<file path="src/rtl/instr_fetch_unit_if.sv">
// ----------------------------------------------------------------------------
// instr_fetch_unit_if
//
// Purpose : Bundles the bus-side signals of the instruction fetch unit:
//           the program-ROM address/data pair, the redirect request from
//           execute and the {PC, instruction} valid/ready channel to decode.
//
// Signals :
//   rom_pc      - fetch address presented to the synchronous ROM
//   rom_instr   - ROM data, word for the rom_pc sampled on the previous edge
//   redirect    - flush and restart fetch at redirect_pc
//   redirect_pc - restart address, bits [1:0] ignored
//   out_valid   - out_pc/out_instr hold a valid fetched pair
//   out_ready   - decode accepts the pair this cycle
//   out_instr   - fetched instruction
//   out_pc      - address of out_instr
//
// Modports:
//   master - the fetch unit
//   slave  - the environment (ROM, execute, decode)
// ----------------------------------------------------------------------------
interface instr_fetch_unit_if #(
  parameter int ADDR_W = 8,
  parameter int DATA_W = 32
);
  logic [ADDR_W-1:0] rom_pc;
  logic [DATA_W-1:0] rom_instr;
  logic              redirect;
  logic [ADDR_W-1:0] redirect_pc;
  logic              out_valid;
  logic              out_ready;
  logic [DATA_W-1:0] out_instr;
  logic [ADDR_W-1:0] out_pc;

  modport master (
    output rom_pc, out_valid, out_instr, out_pc,
    input  rom_instr, redirect, redirect_pc, out_ready
  );

  modport slave (
    input  rom_pc, out_valid, out_instr, out_pc,
    output rom_instr, redirect, redirect_pc, out_ready
  );
endinterface

</file>
<file path="src/rtl/instr_fetch_unit.sv">
// ----------------------------------------------------------------------------
// instr_fetch_unit
//
// Purpose : Owns the program counter and drives the address side of a
//           synchronous program ROM with one-cycle registered read latency.
//           Returned words are buffered in a 2-entry queue and handed to
//           decode as {PC, instruction} pairs over valid/ready. Branch/jump
//           redirects from execute flush everything and restart fetch.
//
// Ports   :
//   i_clk  - rising-edge clock, shared with the ROM
//   i_rst  - synchronous, active-high reset
//   io_bus - instr_fetch_unit_if.master (ROM, redirect and decode channels)
//
// Options :
//   FETCH_BYPASS_EN - when defined, a word returning from the ROM while the
//                     queue is empty is forwarded to decode in the same cycle
//                     (1-cycle fetch-to-output latency). Undefined: every word
//                     goes through the queue and all outputs are registered.
// ----------------------------------------------------------------------------
module instr_fetch_unit #(
  parameter int              ADDR_W   = 8,
  parameter int              DATA_W   = 32,
  parameter logic [ADDR_W-1:0] RESET_PC = '0
) (
  input  logic               i_clk,
  input  logic               i_rst,
  instr_fetch_unit_if.master io_bus
);

  logic [ADDR_W-1:0] r_fetch_pc;
  logic              r_inflight_v;
  logic [ADDR_W-1:0] r_inflight_pc;
  // Shift-style queue: entry 0 is always the head, so it feeds the outputs
  // directly without a read-pointer mux.
  logic [ADDR_W-1:0] r_fifo_pc    [2];
  logic [DATA_W-1:0] r_fifo_instr [2];
  logic [1:0]        r_count;

  logic       w_capture;
  logic       w_bypass;
  logic       w_pop;
  logic       w_fifo_pop;
  logic       w_push;
  logic       w_wr_idx;
  logic [1:0] w_occupancy;
  logic       w_issue;

  // A returned word is only kept if no redirect is flushing it this cycle.
  assign w_capture = r_inflight_v && !io_bus.redirect;

`ifdef FETCH_BYPASS_EN
  assign w_bypass         = w_capture && (r_count == 2'd0);
  assign io_bus.out_valid = (r_count != 2'd0) || w_bypass;
  assign io_bus.out_instr = w_bypass ? io_bus.rom_instr : r_fifo_instr[0];
  assign io_bus.out_pc    = w_bypass ? r_inflight_pc    : r_fifo_pc[0];
`else
  assign w_bypass         = 1'b0;
  assign io_bus.out_valid = (r_count != 2'd0);
  assign io_bus.out_instr = r_fifo_instr[0];
  assign io_bus.out_pc    = r_fifo_pc[0];
`endif

  assign io_bus.rom_pc = r_fetch_pc;

  assign w_pop = io_bus.out_valid && io_bus.out_ready;
  // A bypassed word that decode takes immediately never touches the queue.
  assign w_fifo_pop = w_pop && !w_bypass;
  assign w_push     = w_capture && !(w_bypass && w_pop);

  // Slot for the pushed word, as seen after this cycle's pop has shifted.
  assign w_wr_idx = (r_count == 2'd2) || ((r_count == 2'd1) && !w_fifo_pop);

  // Words held or on their way after this cycle's pop; a new request is only
  // allowed when its word is guaranteed a free slot on return.
  assign w_occupancy = r_count + 2'(r_inflight_v) - 2'(w_pop);
  assign w_issue     = !i_rst && !io_bus.redirect && (w_occupancy < 2'd2);

  // NOTE: non-blocking assignments throughout so every register samples the
  // pre-edge values; the pop shift and the push below rely on that ordering.
  always_ff @(posedge i_clk) begin
    if (i_rst) begin
      r_fetch_pc    <= RESET_PC;
      r_inflight_v  <= 1'b0;
      r_inflight_pc <= '0;
      r_count       <= 2'd0;
      // NOTE: queue storage is reset because its head drives out_pc/out_instr
      // directly and those must read zero out of reset.
      for (int i = 0; i < 2; i++) begin
        r_fifo_pc[i]    <= '0;
        r_fifo_instr[i] <= '0;
      end
    end else if (io_bus.redirect) begin
      // Stale queue contents stay in place; out_valid is low while count is 0.
      r_fetch_pc   <= {io_bus.redirect_pc[ADDR_W-1:2], 2'b00};
      r_inflight_v <= 1'b0;
      r_count      <= 2'd0;
    end else begin
      r_inflight_v <= w_issue;
      if (w_issue) begin
        r_inflight_pc <= r_fetch_pc;
        r_fetch_pc    <= r_fetch_pc + ADDR_W'(4);
      end
      if (w_fifo_pop) begin
        r_fifo_pc[0]    <= r_fifo_pc[1];
        r_fifo_instr[0] <= r_fifo_instr[1];
      end
      // Placed after the shift so a push into slot 0 wins over it.
      if (w_push) begin
        r_fifo_pc[w_wr_idx]    <= r_inflight_pc;
        r_fifo_instr[w_wr_idx] <= io_bus.rom_instr;
      end
      r_count <= r_count + 2'(w_push) - 2'(w_fifo_pop);
    end
  end

endmodule

</file>
<file path="src/flat_wrapper.sv">
// flat-port wrapper written by rule: the top's interface ports become plain ports
module instr_fetch_unit_flat 
#(
  parameter int              ADDR_W   = 8,
  parameter int              DATA_W   = 32,
  parameter logic [ADDR_W-1:0] RESET_PC = '0
)
  (i_clk, i_rst, io_bus_rom_pc, io_bus_out_valid, io_bus_out_instr, io_bus_out_pc, io_bus_rom_instr, io_bus_redirect, io_bus_redirect_pc, io_bus_out_ready);
  instr_fetch_unit_if #(.ADDR_W(ADDR_W), .DATA_W(DATA_W)) io_bus_i ();
  input  logic i_clk;
  input  logic i_rst;
  output wire logic [$bits(io_bus_i.rom_pc)-1:0] io_bus_rom_pc;
  output wire logic [$bits(io_bus_i.out_valid)-1:0] io_bus_out_valid;
  output wire logic [$bits(io_bus_i.out_instr)-1:0] io_bus_out_instr;
  output wire logic [$bits(io_bus_i.out_pc)-1:0] io_bus_out_pc;
  input wire logic [$bits(io_bus_i.rom_instr)-1:0] io_bus_rom_instr;
  input wire logic [$bits(io_bus_i.redirect)-1:0] io_bus_redirect;
  input wire logic [$bits(io_bus_i.redirect_pc)-1:0] io_bus_redirect_pc;
  input wire logic [$bits(io_bus_i.out_ready)-1:0] io_bus_out_ready;
  assign io_bus_rom_pc = io_bus_i.rom_pc;
  assign io_bus_out_valid = io_bus_i.out_valid;
  assign io_bus_out_instr = io_bus_i.out_instr;
  assign io_bus_out_pc = io_bus_i.out_pc;
  assign io_bus_i.rom_instr = io_bus_rom_instr;
  assign io_bus_i.redirect = io_bus_redirect;
  assign io_bus_i.redirect_pc = io_bus_redirect_pc;
  assign io_bus_i.out_ready = io_bus_out_ready;
  instr_fetch_unit #(.ADDR_W(ADDR_W), .DATA_W(DATA_W), .RESET_PC(RESET_PC)) u_core (.i_clk(i_clk), .i_rst(i_rst), .io_bus(io_bus_i));
endmodule
</file>
<file path="config.mk">
export PLATFORM = sky130hd
export DESIGN_NAME = instr_fetch_unit_flat
export DESIGN_NICKNAME = d
export VERILOG_FILES = /design/src/rtl/instr_fetch_unit_if.sv /design/src/rtl/instr_fetch_unit.sv /design/src/flat_wrapper.sv
export SDC_FILE = /design/constraint.sdc
export NUM_CORES = 1
export LEC_CHECK = 0
export ABC_AREA = 1
export BUFFER_PORTS_ARGS = -buffer_cell sky130_fd_sc_hd__buf_2
export CAP_MARGIN = 20
export CORE_ASPECT_RATIO = 2
export CORE_UTILIZATION = 46
export DETAILED_ROUTE_END_ITERATION = 8
export PLACE_DENSITY = 0.7
export REMOVE_ABC_BUFFERS = 1
export SLEW_MARGIN = 20
export SYNTH_ARGS = -nofsm -noshare
export SYNTH_HDL_FRONTEND = slang
export SYNTH_SLANG_ARGS = --single-unit
</file>
<file path="constraint.sdc">
create_clock -name i_clk -period 3.2 [get_ports i_clk]
set_input_delay 0.32 -clock i_clk [delete_from_list [all_inputs] [get_ports i_clk]]
set_output_delay 0.32 -clock i_clk [all_outputs]
set_load 0.01 [all_outputs]
</file>
# [Yosys cells after proc, flatten, opt, wreduce, memory -nomap -nowiden]
# Memory sizes are Yosys's and may differ from the RTL's.
# Index checks and enable logic that the tools add are counted.
# W data, S select, Z words.
[classes] mux=20 shift=0 bitwise_logic=3 div_mod_pow=0 n_addsub=5 order_cmp=1 n_eq_ne=2 reduce_logical=15 multipliers=0
[op_table] operator="$mux W32" count=2
[op_table] operator="$mux W8" count=4
[op_table] operator="$reduce_or A32 Y1" count=1
[op_table] operator="$mux W1" count=14
[op_table] operator="$add A8 B3 Y8 const B" count=1
[op_table] operator="$reduce_or A8 Y1" count=1
[op_table] operator="$logic_and A1 B1 Y1" count=5
[op_table] operator="$add A2 B1 Y2" count=2
[op_table] operator="$reduce_bool A2 Y1" count=2
[op_table] operator="$sub A2 B1 Y2" count=2
[op_table] operator="$logic_not A1 Y1" count=3
[op_table] operator="$eq A2 B1 Y1 const B" count=1
[op_table] operator="$eq A2 B2 Y1 const B" count=1
[op_table] operator="$lt A2 B2 Y1 const B" count=1
[op_table] operator="$or A1 B1 Y1" count=2
[op_table] operator="$reduce_and A2 Y1" count=1
[op_table] operator="$reduce_or A2 Y1" count=1
[op_table] operator="$logic_or A1 B1 Y1" count=1
[op_table] operator="$not A1 Y1" count=1
[totals] register_bits=19 latchBits=0 memories=2 elab_cells=53 in_bits=44 ram_bits=80 out_inout_bits=49 romBits=0
[mem_list] memory="u_core.r_fifo_instr" words=2 width=32 read_ports=2 rd_clocked_by_memory_dff=0 wr=2 line_no="instr_fetch_unit.sv:37" rtl="logic [DATA_W-1:0] r_fifo_instr [2];"
[mem_list] memory="u_core.r_fifo_pc" words=2 width=8 read_ports=2 rd_clocked_by_memory_dff=0 wr=2 line_no="instr_fetch_unit.sv:36" rtl="logic [ADDR_W-1:0] r_fifo_pc [2];"

# [Depth between registers and ports, before layout]
# Gate-level depths: netlist of the first run.
[logic_depth] word_depth=8 ltp_mapped=9

# [Least setup slack after synthesis of the first run]
# No wires, ideal clock.
[synth_timing] kind="input to register" start="input port io_bus_redirect" end="memory u_core.r_fifo_instr[0][0], enable pin" n_path_buf=1 t_arrival_ns=2.387 cell_stages=2 path_slack_ns=0.369 cell_sequence="clkbuf_1 -> o211ai_1"
[synth_lines] element="start: declaration" line_no="flat_wrapper.sv:17" rtl="input wire logic [$bits(io_bus_i.redirect)-1:0] io_bus_redirect;"
[synth_lines] element="end: declaration" line_no="instr_fetch_unit.sv:37"

==> impl_results.md, run 1 <==
* Hold Path Class: primary input to flop
* Power Total at between 2 and 3 mW
* Total global routing overflow at 0
* Final min period at around 1.9 ns
* Core area at ~8300 um2
* Peak Freq at ~0.52 GHz
* Yosys top cell by area: edfxtp_1
* Most common cell in the synthesized netlist: edfxtp_1
* RSZ-0062 raised after global routing: no
* Sequential area share after synthesis at 0.656
* Vias at 2708
* Sw frac at 0.217
* Worst path max stage delay at between 0.6 and 0.7 ns
* Core Rows at 47
* Kind of critical path: flop to flop
* DRC errors left at 0
* Rel. slew slack at 0.408
* Vias per Instance at 4.95
* Area Overhead vs Synth at 18.1%
* Initial drt markers at 271
* Layout cells sized above 1 at 0.265
* Worst hold endpoint: u_core.io_bus.rom_pc[2]
* Port bufs at 86
* Pre-CTS WS at about 1.1 ns
* Hold Path Depth at 2
* Post-synth EDFFs at between 70 and 80
* Mean Syn Cell Area at 10.8 um2
* # diodes at 0
* Routed Antenna Nets at 0
* Total CTS buffers at 9
* Synth Flop Type: edfxtp_1
* Die area at between 8000 and 9000 um2
* Syn. warnings at 0
* Cells after synthesis at between 300 and 400
* Worst Clk Skew at 0.00672 ns
* Data required time of the worst path at approximately 3.2 ns
* CTS H-tree lvls at 3
* Most common library cells after synthesis: 76 x edfxtp_1, 53 x nand3_1, 48 x inv_1
* Drt total wl at 7510 um
* I/O pin count at 93
* Final period util at 0.596
* Post-synth ARST share at 0
* Critical path origin: u_core.r_inflight_v
* Clock share of power at 0.391
* Vias in the first global route at about 2.8k
* Pwr Density at 541 nW/um2
* Flop-to-flop setup slack at about 1.3 ns
* Syn Std Cell Area at 3940 um2
* Status: complete, no violations
* Worst-path maximum fanout at 38
* Wire length per cell at about 14 um
* Post-CTS resize count at 0
* CP cell instances: inv_1 -> nor2_1 -> nand4_1 -> nand2_2
* Non-filler cells in the finished layout at 547
* Filler instances at roughly 740
* GPL Wtd Cong at about 0.8
* Total Neg Setup Slack at 0 ns
* Pint at ~2 mW
* Comb pwr share at 0.068
* NetSw at between 0.5 and 0.6 mW
* Hold Vio Cnt, Final at 0
* Die Span Y at around 130 um
* Leak at between 2 and 2.5 nW
* Setup bufs post-CTS at 0
* Synth area leaders: edfxtp_1 58%, dfxtp_1 7.6%, nand3_1 6.7%
* Slowest cell on crit path: nand2_2
* Hold Buf Count CTS at 0
* Die X-Extent at between 60 and 70 um
* Final setup margin at roughly 1.3 ns
* First-pass GRT wire length at about 12000 um
* Slew of the pin with the lowest slew margin at 0.885 ns
* Yosys top cell area share at 0.580
* CTS sink cnt at ~90
* Pre-antenna DRT Iters at 4
* VDD IR max at ~290 uV
* WHS at between 0.2 and 0.3 ns
* CTS root buffer: clkbuf_16
* Nets@finish at 490
* GRT Resource Usage Total at 0.183
* Max-cap viol count at 0
* Setup violators final at 0
* Reg2reg path depth at 4
* Reg-to-Reg End: u_core.r_fifo_instr[1][3]
* Arrival time at the worst endpoint at 1.86 ns
* Yosys cell types at 30
* Largest net degree at the start of global routing at between 70 and 80
* Initial antenna violation count at 0
* CTS max path bufs at 2
* Sequential power share at 0.541
* Post-DP HPWL at around 5000 um
* Worst setup EP type: flop
* Hold Crit Start: i_rst
* Worst skew pair latency at between 0.3 and 0.4 ns
* Slew Viols, Final at 0
* Number of synthesized register bits at 91
* Clock Pin Slew Worst Setup and Hold Paths at about 0.06 ns
* Placed Instances at between 500 and 600
* Initial core utilization at 0.475
* CTS tree: yes
* R2r startpoint: u_core.r_inflight_v
* Crit start category: flop
## placed cells by master, fill, tap and decap left out, types with 2 or more instances in the layout
cell       netlist  routed
buf_2            4      86
edfxtp_1        76      76
nand3_1         53      53
inv_1           48      48
o21ai_0         41      41
nor2_1          42      41
nand2_1         29      28
dfxtp_1         15      15
clkbuf_16        0      10
a21oi_1          7       7
o21ai_1          6       6
conb_1           1       4
buf_4            6       4
nand3_2          3       3
nand2_2          2       3
clkinv_2         0       3
inv_2            2       2
nand4_1          2       2
nand3_4          2       2
xor2_1           2       2
ha_1             2       2
clkbuf_1         6       2
## worst max-delay path by stage
stage,to,slack [ns],cells after the start
3_5_place_dp,u_core.r_fifo_instr[1][7],1.13,4
2_1_floorplan,u_core.r_fifo_instr[0][0],0.05,4
5_1_grt,u_core.r_fifo_instr[1][22],1.11,4
6_report,u_core.r_fifo_instr[1][3],1.29,4
4_1_cts,u_core.r_fifo_instr[1][30],1.24,4
3_3_place_gp,u_core.r_fifo_instr[1][7],1.18,4
## kinds of logic (layout without fill, tap and decap cells)
family | after synthesis | in the layout | synth area share
flip-flops | 91 | 91 | 0.656
other | 1 | 4 | 0.000952
XOR/XNOR | 3 | 3 | 0.00667
AND/OR/NAND/NOR | 135 | 135 | 0.164
adder cells (fa/ha/maj) | 2 | 2 | 0.00635
buffers and inverters | 74 | 157 | 0.0915
AO/OA/AOI/OAI | 57 | 57 | 0.0750
## stage by stage
step	area [um2]	util
after global routing	4650	0.561
after detailed placement	4370	0.527
final	4650	0.561
after CTS	4650	0.561
after global placement	4370	0.527
after floorplan	3780	-
## area by class of cell
class	count	area [um2]	share of cell area
clock buffers	12	258	0.0554
clock inverters	4	23.8	0.00511
inverters	51	191	0.0412
multi-input cells	201	1010	0.217
flip-flops and latches	91	2580	0.555
well taps	98	123	0.0264
repair buffers	90	460	0.0990
## power by group through the flow
stage | combinational [mW] | clock (mW) | sequential, mW
final | 0.172 | 0.983 | 1.36
after global routing | 0.193 | 1.05 | 1.37
after CTS | 0.175 | 1.01 | 1.36
after detailed placement | 0.174 | 0 | 1.39
after global placement | 0.169 | 0 | 1.38
after floorplan | 0.0730 | 0 | 1.40
## critical path, delay by kind of cell, from the launching register on
kind	cells	cell delay (ns)
flops	1	0.39
simple gates	3	1.05
buf+inv	1	0.07
## layer usage
metal	wire length [um]	GRT usage	vias up
met5	0	0	-
met1	2780	0.187	1225
met4	210	0.0934	0
met2	4170	0.327	84
met3	349	0.0457	20
li1	-	-	1379
## state kept, by name, summed over array words and instances, names as in the netlist
register and cells:
u_core.r_fifo_pc 12, u_core.r_count 2, u_core.r_inflight_v 1, u_core.r_inflight_pc 6
u_core.r_fifo_instr 64, u_core.io_bus.rom_pc 6
Note: power is estimated with default switching activity, not from simulation.
==> inputs of run 2 (changes only) <==
--- a/config.mk
+++ b/config.mk
@@ -11,7 +11,7 @@
 export CORE_ASPECT_RATIO = 2
 export CORE_UTILIZATION = 46
 export DETAILED_ROUTE_END_ITERATION = 8
-export PLACE_DENSITY = 0.7
+export PLACE_DENSITY = 0.73
 export REMOVE_ABC_BUFFERS = 1
 export SLEW_MARGIN = 20
 export SYNTH_ARGS = -nofsm -noshare
==> constraint.sdc (replaced) <==
create_clock -name i_clk -period 1.62 [get_ports i_clk]
set_input_delay 0.162 -clock i_clk [delete_from_list [all_inputs] [get_ports i_clk]]
set_output_delay 0.162 -clock i_clk [all_outputs]
set_load 0.01 [all_outputs]
==> run 2 against run 1 <==
Compared with the run above: combinational power rose by 120%; maximum frequency rose by 25%; power rose by 120%; largest cell class unchanged; highest routed layer unchanged.
==> impl_results.md, run 2 (same netlist as run 1, synthesis figures left out) <==
* Final period util at 0.946
* Worst Clk Skew at 0.0116 ns
* Non-filler cells in the finished layout at between 500 and 600
* VDD IR max at between 700 and 800 uV
* Largest net degree at the start of global routing at 55
* Initial drt markers at approximately 210
* Met2 Track Usage GR at 0.349
* CTS max path bufs at 2
* Status: complete, no violations
* Worst-path maximum fanout at 9
* Hold Vio Cnt, Final at 0
* Initial core utilization at 0.475
* Core Rows at between 40 and 50
* Die area at 8960 um2
* Most frequent cells in the layout: 86 x buf_2, 76 x edfxtp_1, 53 x nand3_1
* Vias at ~2.8k
* Port bufs at 86
* # diodes at 0
* Commonest non-fill, non-tap cell in the layout: buf_2
* Slew Viols, Final at 0
* Final min period at 1.53 ns
* Placed Instances at 536
* GPL Wtd Cong at 0.901
* Total global routing overflow at 0
* M3 GR Usage at 0.0414
* Vias per Instance at roughly 5.1
* Nets@finish at 499
* Clock share of power at 0.439
* Wire length per cell at around 14 um
* Vias in the first global route at between 2k and 3k
* Core area at about 8300 um2
* Initial antenna violation count at 0
* Met1 usage at 0.187
* Leak at approximately 2.1 nW
* Peak Freq at 0.653 GHz
* RSZ-0062 raised after global routing: no
* Drt total wl at 7830 um
* Sequential power share at 0.491
* Die X-Extent at about 67 um
* Finished Cell Area at 4850 um2
* CTS H-tree lvls at 3
* Area Overhead vs Synth at 23.1%
* Dpl cell area at roughly 4500 um2
* Comb pwr share at 0.069
* Data required time of the worst path at 1.66 ns
* DRC errors left at 0
* I/O pin count at 93
* Worst skew pair latency at roughly 0.34 ns
* Pwr Density at 1130 nW/um2
* Filler instances at 706
* Busiest grt layer: met2
* Max FFs per register at between 60 and 70
* CTS tree: yes
* Total CTS buffers at 9
* CTS root buffer: clkbuf_16
* GRT Resource Usage Total at 0.191
* Clock Pin Slew Worst Setup and Hold Paths at roughly 0.06 ns
* Multi-input logic area at 1010 um2
* Arrival time at the worst endpoint at 1.57 ns
* Kind of critical path: flop to flop
* Hold Path Class: primary input to flop
* Max-cap viol count at 0
* Setup violators final at 0
* Crit start category: flop
* Die Span Y at 133 um
* Sw frac at 0.211
* Worst setup EP type: flop
* Hold Buf Count CTS at 0
* CTS sink cnt at 91
* NetSw at 1.15 mW
* Biggest regs: u_core.r_fifo_instr x64, u_core.r_fifo_pc x12
* Layout cells sized above 1 at 0.293
* Pre-antenna DRT Iters at 4
* Reg with most FFs: u_core.r_fifo_instr
* Reg area at between 2000 and 3000 um2
* Routed Antenna Nets at 0
* Post-DP HPWL at between 5000 and 6000 um
* First-pass GRT wire length at around 13000 um
* Pint at between 4 and 5 mW
[run 2: what timing repair did]
| action | CTS | global route |
|---|---|---|
| setup buffers | 0 | 2 |
| endpoints found under the setup margin | 0 | 40 |
| gates resized for setup | 0 | 9 |
[run 2: layer usage]
| layer | wire, um | part of all wire |
|---|---|---|
| met5 | 0 | 0 |
| met4 | 242 | 0.031 |
| met3 | 277 | 0.035 |
| met2 | 4570 | 0.58 |
| met1 | 2740 | 0.35 |
[run 2: final timing paths]
check | to | cells past startpoint | slack, ns | start
max | u_core.r_fifo_pc[0][5] | 7 | 0.09 | u_core.r_count[0]
min | u_core.io_bus.rom_pc[2] | 2 | 0.12 | i_rst
max reg2reg | u_core.r_fifo_pc[0][5] | 7 | 0.09 | u_core.r_count[0]
min reg2reg | u_core.r_inflight_pc[4] | 2 | 0.47 | u_core.r_inflight_pc[4]
[run 2: metrics by stage]
step           TNS (ns)   util  power (mW)  hold WS (ns)  setup slack (ns)
4_1_cts               0  0.579        5.49         0.109            0.0451
2_1_floorplan   -137.88      -        2.91         0.224             -1.53
3_3_place_gp          0  0.537        3.08         0.454             0.118
6_report              0  0.584        5.46         0.122            0.0876
5_1_grt               0  0.584        5.64         0.128            0.0167
3_5_place_dp          0  0.537        3.10         0.457            0.0562
[run 2: final cells by class]
cell class | instances | area share
Sequential cell | 91 | 0.533
Inverter | 51 | 0.0395
Timing Repair Buffer | 99 | 0.121
Multi-Input combinational cell | 201 | 0.209
Clock inverter | 7 | 0.0250
Tap cell | 98 | 0.0253
Clock buffer | 9 | 0.0465
[run 2: power groups by stage]
stage,clock network (mW),registers [mW],logic [mW]
floorplan,0,2.77,0.144
global placement,0,2.73,0.354
detailed placement,0,2.73,0.365
CTS,2.44,2.68,0.369
global route,2.52,2.69,0.422
finish,2.40,2.68,0.379
[run 2: worst max-delay path, cell delays in order, from the launching register on]
cell and delay (ns):
dfxtp_2 0.35, inv_2 0.11, nand2_4 0.07, nand2_1 0.09, nand3_2 0.11, o211ai_1 0.15
buf_4 0.17, buf_4 0.19
==> inputs of run 3 (changes only) <==
--- a/config.mk
+++ b/config.mk
@@ -9,9 +9,8 @@
 export BUFFER_PORTS_ARGS = -buffer_cell sky130_fd_sc_hd__buf_2
 export CAP_MARGIN = 20
 export CORE_ASPECT_RATIO = 2
-export CORE_UTILIZATION = 46
+export CORE_UTILIZATION = 40
 export DETAILED_ROUTE_END_ITERATION = 8
-export PLACE_DENSITY = 0.73
 export REMOVE_ABC_BUFFERS = 1
 export SLEW_MARGIN = 20
 export SYNTH_ARGS = -nofsm -noshare
==> run 3 against run 2 <==
Compared with the run above: clock skew is 0.0057 ns lower; combinational power is 5% lower; cell count is 4.9% higher; worst setup slack worse by 0.00093 ns; clock power is 19% lower; critical path type unchanged; largest power group unchanged.
==> impl_results.md, run 3 (same netlist as run 1, synthesis figures left out) <==
* Slew Viols, Final at 0
* Core Rows at 50
* Die Span Y at between 100 and 150 um
* Cell family with most CP delay: buffers and inverters
* Reg with most FFs: u_core.r_fifo_instr
* CTS H-tree lvls at 3
* Power Total at 5.00 mW
* Die area at between 10000 and 15000 um2
* Filler instances at just under 900
* Nets@finish at ~500
* CP cell instances: inv_1 -> nor2_2 -> nand3_2 -> o211ai_1 -> clkbuf_16
* Setup violators final at 0
* Data required time of the worst path at 1.64 ns
* CP Buf/Inv Count at 2
* Hold Path Class: primary input to flop
* Final min period at between 1.5 and 2 ns
* CTS max path bufs at 2
* Max-cap viol count at 0
* CTS sink cnt at around 90
* I/O pin count at between 90 and 100
* Layout cells sized above 1 at 0.269
* Status: complete, no violations
* Total global routing overflow at 0
* Vias per Instance at ~4.7
* RSZ-0062 raised after global routing: no
* Port bufs at 86
* Peak Freq at 0.652 GHz
* Core area at roughly 9400 um2
* CTS root buffer: clkbuf_16
* # diodes at 0
* Initial drt markers at 140
* Post-DP HPWL at 5070 um
* Vias in the first global route at roughly 2.6k
* First-pass GRT wire length at 11600 um
* Slowest cell on crit path: dfxtp_1
* Worst skew pair latency at 0.33 ns
* Crit start category: flop
* Clock Pin Slew Worst Setup and Hold Paths at roughly 0.06 ns
* Worst Clk Skew at approximately 0.0059 ns
* Reg area at 2580 um2
* Finished Cell Area at ~4800 um2
* Die X-Extent at ~72 um
* GRT Resource Usage Total at 0.149
* Kind of critical path: flop to flop
* Pre-antenna DRT Iters at 4
* DRC errors left at 0
* Most frequent cells in the layout: 86 x buf_2, 76 x edfxtp_1, 53 x nand3_1
* Commonest non-fill, non-tap cell in the layout: buf_2
* Area Overhead vs Synth at 21.4%
* Worst setup EP type: flop
* Max FFs per register at 64
* Wire length per cell at roughly 13 um
* Routed Antenna Nets at 0
* Largest net degree at the start of global routing at between 70 and 80
* Drt total wl at between 7000 and 8000 um
* Vias at ~2.8k
* Fin util at 0.506
* Initial antenna violation count at 0
* GPL Wtd Cong at about 0.74
* Total CTS buffers at 9
* VDD IR max at 752 uV
* Worst-path maximum fanout at 38
* CTS tree: yes
* Leak at roughly 2 nW
* Final period util at 0.947
* Multi-input logic area at approximately 1000 um2
* Dpl cell area at ~4500 um2
* Biggest regs: u_core.r_fifo_instr x64, u_core.r_fifo_pc x12
* Arrival time at the worst endpoint at ~1.6 ns
* Pwr Density at 1050 nW/um2
* Hold Vio Cnt, Final at 0
* Worst path max stage delay at around 0.38 ns
* Initial core utilization at 0.417
run 3: cell types whose count changed in the layout (fill, tap and decap cells not counted), sizes merged:
cell,before,now
buf,98,94
clkinv,2,5
inv,53,50
bufinv,3,1
clkbuf,10,11
run 3: power breakdown:
group / internal [mW] / leakage, nW / switching (mW)
Sequential: 2.64 / 0.911 / 0.0441
Combinational: 0.139 / 0.995 / 0.222
Clock: 1.17 / 0.132 / 0.788
run 3: cell type report:
type	count	share of cell area
Tap cell	130	0.0340
Clock inverter	5	0.00943
Multi-Input combinational cell	201	0.212
Sequential cell	91	0.541
Timing Repair Buffer	95	0.116
Clock buffer	10	0.0479
Inverter	51	0.0401
run 3: routing by layer:
metal | vias to the layer above | wire length [um] | global-route usage
met5 | - | 0 | 0
met1 | 1290 | 2740 | 0.139
met2 | 58 | 4190 | 0.288
met3 | 12 | 244 | 0.0305
li1 | 1393 | - | -
met4 | 0 | 159 | 0.0795
run 3: per-stage QoR:
step	hold slack, ns	std cells	setup TNS, ns	setup WS (ns)
2_1_floorplan	0.224	343	-137.88	-1.53
3_3_place_gp	0.457	568	0	0.116
3_5_place_dp	0.466	568	0	0.0692
4_1_cts	0.121	583	0	0.0570
5_1_grt	0.133	583	0	0.0129
6_report	0.128	583	0	0.0866
run 3: timing repair:
action / in CTS / in global routing
setup buffers: 0 / 0
hold buffers: 0 / 0
endpoints found under the setup margin: 0 / 41
resized for setup: 0 / 5
run 3: final timing paths:
kind                                         startpoint                        end  slack (ns)  depth (start not counted)
worst max register to register      u_core.r_inflight_v  u_core.r_fifo_instr[0][1]        0.09                          5
worst min register to register  u_core.r_inflight_pc[4]    u_core.r_inflight_pc[4]        0.47                          2
worst max-delay path                u_core.r_inflight_v  u_core.r_fifo_instr[0][1]        0.09                          5
worst min-delay path                              i_rst    u_core.io_bus.rom_pc[2]        0.13                          2
